==> src/rtl/ads124x_pkg.sv <==
// Shared sample format for the ADS124x controller and the decimator stages.
package ads124x_pkg;

    // Bit positions and widths of the 56-bit sample word.
    localparam int CODE_LSB = 0;
    localparam int CODE_W   = 24;
    localparam int CH_LSB   = 24;
    localparam int CH_W     = 3;
    localparam int RSVD_LSB = 27;
    localparam int RSVD_W   = 5;
    localparam int TS_LSB   = 32;
    localparam int TS_W     = 24;
    localparam int SAMPLE_W = 56;

    // One sample as it travels on the AXI4-Stream bus.
    typedef struct packed {
        logic [TS_W-1:0]   ts;
        logic [RSVD_W-1:0] rsvd;
        logic [CH_W-1:0]   ch;
        logic [CODE_W-1:0] code;
    } ads124x_sample_t;

    // Builds a sample word with the reserved field cleared.
    function automatic ads124x_sample_t make_sample(
        input logic [TS_W-1:0]   ts,
        input logic [CH_W-1:0]   ch,
        input logic [CODE_W-1:0] code
    );
        ads124x_sample_t s;
        s.ts   = ts;
        s.rsvd = '0;
        s.ch   = ch;
        s.code = code;
        return s;
    endfunction

endpackage

==> src/rtl/ads124x_decim.sv <==
// Per-channel averaging decimator: each channel averages 2^cfg_log2_n
// consecutive samples and emits one sample in the same 56-bit format.
module ads124x_decim #(
    parameter int CHANNELS   = 8,
    parameter int MAX_LOG2_N = 7
) (
    input  logic        clk,
    input  logic        rst,
    input  logic [2:0]  cfg_log2_n,
    input  logic [55:0] s_axis_tdata,
    input  logic        s_axis_tvalid,
    output logic        s_axis_tready,
    output logic [55:0] m_axis_tdata,
    output logic        m_axis_tvalid,
    input  logic        m_axis_tready,
    output logic        stat_flush
);
    import ads124x_pkg::*;

    // The accumulator holds exactly N full-scale samples, so it never wraps.
    localparam int ACC_W = CODE_W + MAX_LOG2_N;
    localparam int IDX_W = (CHANNELS > 1) ? $clog2(CHANNELS) : 1;

    // Configuration pipeline: current registered exponent and the one before it.
    logic [2:0] r_cfg;
    logic [2:0] r_cfgPrev;
    logic       r_flush;

    // Per-channel running sums and beat counters.
    logic signed [ACC_W-1:0]      r_acc [CHANNELS];
    logic        [MAX_LOG2_N-1:0] r_cnt [CHANNELS];

    // Output register.
    logic            r_outValid;
    ads124x_sample_t r_outData;

    ads124x_sample_t         w_inSample;
    logic                    w_cfgChange;
    logic [2:0]              w_log2n;
    logic [2:0]              w_chMod;
    logic [IDX_W-1:0]        w_idx;
    logic signed [ACC_W-1:0] w_codeExt;
    logic signed [ACC_W-1:0] w_sum;
    logic [CODE_W-1:0]       w_avgCode;
    logic [MAX_LOG2_N-1:0]   w_lastCnt;
    logic                    w_isLast;
    logic                    w_accept;
    logic                    w_unusedRsvd;

    assign w_inSample   = ads124x_sample_t'(s_axis_tdata);
    assign w_unusedRsvd = ^w_inSample.rsvd;

    // A difference between the two pipeline stages means a new exponent just arrived.
    assign w_cfgChange = (r_cfg != r_cfgPrev);

    // Exponents beyond what the accumulator can hold are clamped.
    assign w_log2n = (32'(r_cfg) > MAX_LOG2_N) ? 3'(MAX_LOG2_N) : r_cfg;

    // Channel slot is the channel field modulo CHANNELS (a power of two).
    assign w_chMod = w_inSample.ch & 3'(CHANNELS - 1);
    assign w_idx   = w_chMod[IDX_W-1:0];

    // Read-modify-write of the selected accumulator; the array is updated at
    // the clock edge so a following beat on the same channel sees the new sum.
    assign w_codeExt = {{MAX_LOG2_N{w_inSample.code[CODE_W-1]}}, w_inSample.code};
    assign w_sum     = r_acc[w_idx] + w_codeExt;
    assign w_avgCode = 24'(w_sum >>> w_log2n);

    // N-1 as a mask of w_log2n low ones; for N = 1 every beat is the last one.
    assign w_lastCnt = ~({MAX_LOG2_N{1'b1}} << w_log2n);
    assign w_isLast  = (r_cnt[w_idx] == w_lastCnt);

    // Accept when the output register is free or draining, except while clearing.
    assign s_axis_tready = (!r_outValid || m_axis_tready) && !w_cfgChange;
    assign w_accept      = s_axis_tvalid && s_axis_tready;

    assign m_axis_tdata  = r_outData;
    assign m_axis_tvalid = r_outValid;
    assign stat_flush    = r_flush;

    // Register the exponent; reset preloads both stages so no flush follows reset.
    always_ff @(posedge clk) begin
        if (rst) begin
            r_cfg     <= cfg_log2_n;
            r_cfgPrev <= cfg_log2_n;
        end else begin
            r_cfg     <= cfg_log2_n;
            r_cfgPrev <= r_cfg;
        end
    end

    // Flush pulse is emitted in the cycle after the accumulators are cleared.
    always_ff @(posedge clk) begin
        if (rst) begin
            r_flush <= 1'b0;
        end else begin
            r_flush <= w_cfgChange;
        end
    end

    // Accumulate accepted beats; clear a channel when its window completes.
    always_ff @(posedge clk) begin
        if (rst || w_cfgChange) begin
            for (int i = 0; i < CHANNELS; i++) begin
                r_acc[i] <= '0;
                r_cnt[i] <= '0;
            end
        end else if (w_accept) begin
            if (w_isLast) begin
                r_acc[w_idx] <= '0;
                r_cnt[w_idx] <= '0;
            end else begin
                r_acc[w_idx] <= w_sum;
                r_cnt[w_idx] <= r_cnt[w_idx] + MAX_LOG2_N'(1);
            end
        end
    end

    // Output register: load on a completed window, hold until popped.
    always_ff @(posedge clk) begin
        if (rst) begin
            r_outValid <= 1'b0;
            r_outData  <= '0;
        end else if (w_accept && w_isLast) begin
            r_outValid <= 1'b1;
            r_outData  <= make_sample(w_inSample.ts, w_chMod, w_avgCode);
        end else if (m_axis_tready) begin
            r_outValid <= 1'b0;
        end
    end

endmodule

==> config.mk <==
export PLATFORM = sky130hd
export DESIGN_NAME = ads124x_decim
export DESIGN_NICKNAME = d
export VERILOG_FILES = /design/src/rtl/ads124x_pkg.sv /design/src/rtl/ads124x_decim.sv
export SDC_FILE = /design/constraint.sdc
export NUM_CORES = 1
export LEC_CHECK = 0
export CORE_MARGIN = 2
export CORE_UTILIZATION = 60
export CTS_BUF_LIST = sky130_fd_sc_hd__clkbuf_8
export DETAILED_ROUTE_END_ITERATION = 6
export PLACE_DENSITY = 0.9
export SLEW_MARGIN = 30
export SYNTH_ARGS = -nofsm -noshare
export SYNTH_HDL_FRONTEND = slang
export SYNTH_SLANG_ARGS = --single-unit
==> constraint.sdc <==
create_clock -name clk -period 7.44 [get_ports clk]
set_clock_uncertainty 0.1 [all_clocks]
set_input_delay 1.86 -clock clk [delete_from_list [all_inputs] [get_ports clk]]
set_output_delay 1.86 -clock clk [all_outputs]
set_load 0.1 [all_outputs]
==> impl_metrics.toml <==
[outcome]
status = "finished, final reports clean"

[cts]
cts_tree = "built"
cts_max_level = 2
ctsHoldBuffers = 0
insertion_delay_ps = 600
cts_setup_buffers = 0
path_clk_slew_ps = 50
clockBufferDepth = 3
postCtsResizedCells = 0
numCtsBuffers = 57
root_buffer = "clkbuf_8"
cts_sinks = 363

[layout]
fin_nets = 1781
drive_above_1_share_pct = 11.2
syn2layout_area_growth_pct = 15.0
n_antenna_cell = 0
fin_util_pct = 70.1

[setup_path]
worstPathCellList = "clkdlybuf4s50_1 -> buf_4 -> nand2_1 -> nor2_2 -> buf_4 -> a22oi_1 -> nand4_1 -> ha_1 -> a21oi_1 -> o211ai_1 -> a21oi_1 -> o21ai_0 -> xnor2_1 -> mux4_2 -> nor2_1 -> a211oi_1 -> nor3_1"
r2r_start = "r_cfg[0]$_DFF_P_"
path_depth = 17
worst_path_max_delay_cell = "clkdlybuf4s50_1"
crit_fanout = 17
critPathLaunch = "s_axis_tdata[26]"
start_kind = "primary input"
crit_type = "primary input to flop"
endpoint_kind = "flop"
cpPeakStageDelay_ps = 740
cp_top_family = "compound AO/OA/AOI/OAI gates"
rr_worst_depth = 9
regToRegEndpoint = "r_acc[0][7]$_SDFFCE_PN0P_"
worstPathArrival_ps = 7030
critPathCapture = "m_axis_tdata[11]$_SDFFE_PP0P_"
rrSetupSlack_ps = 3070
critPathRequiredTime_ps = 7790
cp_num_buf_inv = 3

[synth]
yosys.area.top_type_share_pct = 52.0
yosysSeqAreaShare_pct = 58.8
synth_compound_area_share_pct = 12.4
synth.yosys.warnings = 0
yosys.area_share.simple_pct = 16.0
netlist_area_um2 = 17500
synthCells = 1586
synthMuxAreaShare_pct = 5.43
synth_fa_ha_area_share_pct = 2.33
synthFlopType = "edfxtp_1"
synthArstFlopShare_pct = 0
synth_xor_area_share_pct = 1.85
yosysMostFrequentCell = "nor2_1"
post-synth-top-area-cell = "edfxtp_1"
synth_top_family_by_area = "simple AND/OR/NAND/NOR gates"
synth-edff-count = 304
synthTopCellsByCount = "nor2_1 (363), edfxtp_1 (304), nand2_1 (146)"
syn_area_per_cell_um2 = 11.1
synth.area.top_cells = "edfxtp_1 (52%), nor2_1 (7.8%), dfxtp_1 (6.7%), a22oi_1 (5.3%), mux4_2 (4.0%)"
ys_ff_latch = 363
yosysUniqueCellTypes = 77

[placement]
gp_routability_congestion = 0.972
port_buffers = 111
dp_slack_ps = 449
dpl.hpwl_um = 32500

[timing]
drv_slew = 0
relSlewSlack_pct = 33.0
post-route-period-util_pct = 89.7
tns_ps = 0
hold_slack_ps = 353
fmax_mhz = 150
worst_slack_ps = 768
worst_pin_slew_ps = 1000
hold_viol_final = 0
rsz0062_at_grt = "no"
setup_viol = 0
post-route-min-period_ps = 6670

[global_routing]
grt_use_total_pct = 34.0
overflow = 0
grt_pass1_wl_um = 79200
antenna_found_initial = 0
grt_pass1_vias = 14300
grt_max_degree = 60

[routing]
vias = 14200
first_pass_iters = 7
top_layer_used = "met4"
initialDrtViolationCount = 1983
dr_wl_met3_um = 6950
wl_per_cell_um = 24.7
routed_wl_um = 52300
wl_met2_um = 24500
m1WireLength_um = 17700
antenna_left = 0
vias_per_cell = 6.70
drc = 0

[floorplan]
die-area_um2 = 30600
rows = 62
ioPinCount = 122
initial_core_util_pct = 61.0
die_h_um = 175
fp.dieW_um = 175
core_area_um2 = 28800

[power_and_ir_drop]
peakVddDrop_v = 0.000155
leakagePower_nw = 7.37
total_power_mw = 4.57
powerDensity_nw_per_um2 = 227

[worst_hold_path]
hold_path_depth = 2
hp-class = "flop to flop"

[run]
drv_cap = 0
worst min-delay path by stage:
stage                             startpoint                            end  slack (ps)
6_report       m_axis_tdata[40]$_SDFFE_PP0P_  m_axis_tdata[40]$_SDFFE_PP0P_         350
5_1_grt        m_axis_tdata[25]$_SDFFE_PP0P_  m_axis_tdata[25]$_SDFFE_PP0P_         370
4_1_cts        m_axis_tdata[25]$_SDFFE_PP0P_  m_axis_tdata[25]$_SDFFE_PP0P_         360
3_5_place_dp   m_axis_tdata[25]$_SDFFE_PP0P_  m_axis_tdata[25]$_SDFFE_PP0P_         350
3_3_place_gp    m_axis_tdata[0]$_SDFFE_PP0P_   m_axis_tdata[0]$_SDFFE_PP0P_         340
2_1_floorplan           r_cfgPrev[2]$_DFF_P_          stat_flush$_SDFF_PP0_         500
metrics by stage:
| step | std cells | instance area, um2 |
|---|---|---|
| CTS | 2114 | 20200 |
| global placement | 2011 | 19000 |
| finish | 2114 | 20200 |
| detailed placement | 2011 | 19100 |
| floorplan | 1590 | 17600 |
| global route | 2114 | 20200 |
power breakdown:
part / switching [mW] / total (mW) / leakage [nW] / internal, mW
Clock: 0.781 / 1.68 / 0.641 / 0.894
Combinational: 0.379 / 0.578 / 2.61 / 0.198
Sequential: 0.0344 / 2.32 / 4.12 / 2.29
Total: 1.19 / 4.57 / 7.37 / 3.38
worst min-delay path, stage by stage, from the launching register on:
cell and delay (ps):
dfxtp_1 300, nand2_1 50, a21oi_1 50
cell families after synthesis:
family,Yosys count
buffers and inverters,137
AO/OA/AOI/OAI,314
AND/OR/NAND/NOR,648
XOR/XNOR,37
adder cells (fa/ha/maj),32
flip-flops,363
other,1
multiplexers,54
cell type report:
class,count,area [um2]
Sequential cell,363,10300
Clock inverter,42,288
Clock buffer,61,840
Tap cell,384,480
Timing Repair Buffer,162,1490
Inverter,12,45.0
Fill cell,1951,8600
Multi-Input combinational cell,1090,6730
sequential cells by signal (all words and copies together), names as in the netlist:
register	cells
m_axis_tdata	51
r_acc	248
r_cnt	56
r_cfgPrev	3
stat_flush	1
m_axis_tvalid	1
r_cfg	3
routing by layer:
layer	global-route usage (%)	vias up
met4	19.8	0
met2	55.5	1182
met5	0	-
met3	8.16	290
met1	41.4	6664
li1	-	6023
layout by cell type, fill, tap and decap left out, drive strengths merged, types with 7 or more instances in the layout:
cell / count
a211oi: 14
a21o: 13
a21oi: 75
a22oi: 125
and3: 11
buf: 52
clkbuf: 61
clkdlybuf4s50: 110
clkinv: 17
dfxtp: 59
edfxtp: 304
ha: 31
inv: 30
mux2i: 20
mux4: 31
nand2: 146
nand2b: 7
nand3: 12
nand4: 37
nor2: 363
nor3: 28
o211ai: 10
o21a: 7
o21ai: 29
or2: 12
xnor2: 19
xor2: 18
(Power assumes the default switching activity.)
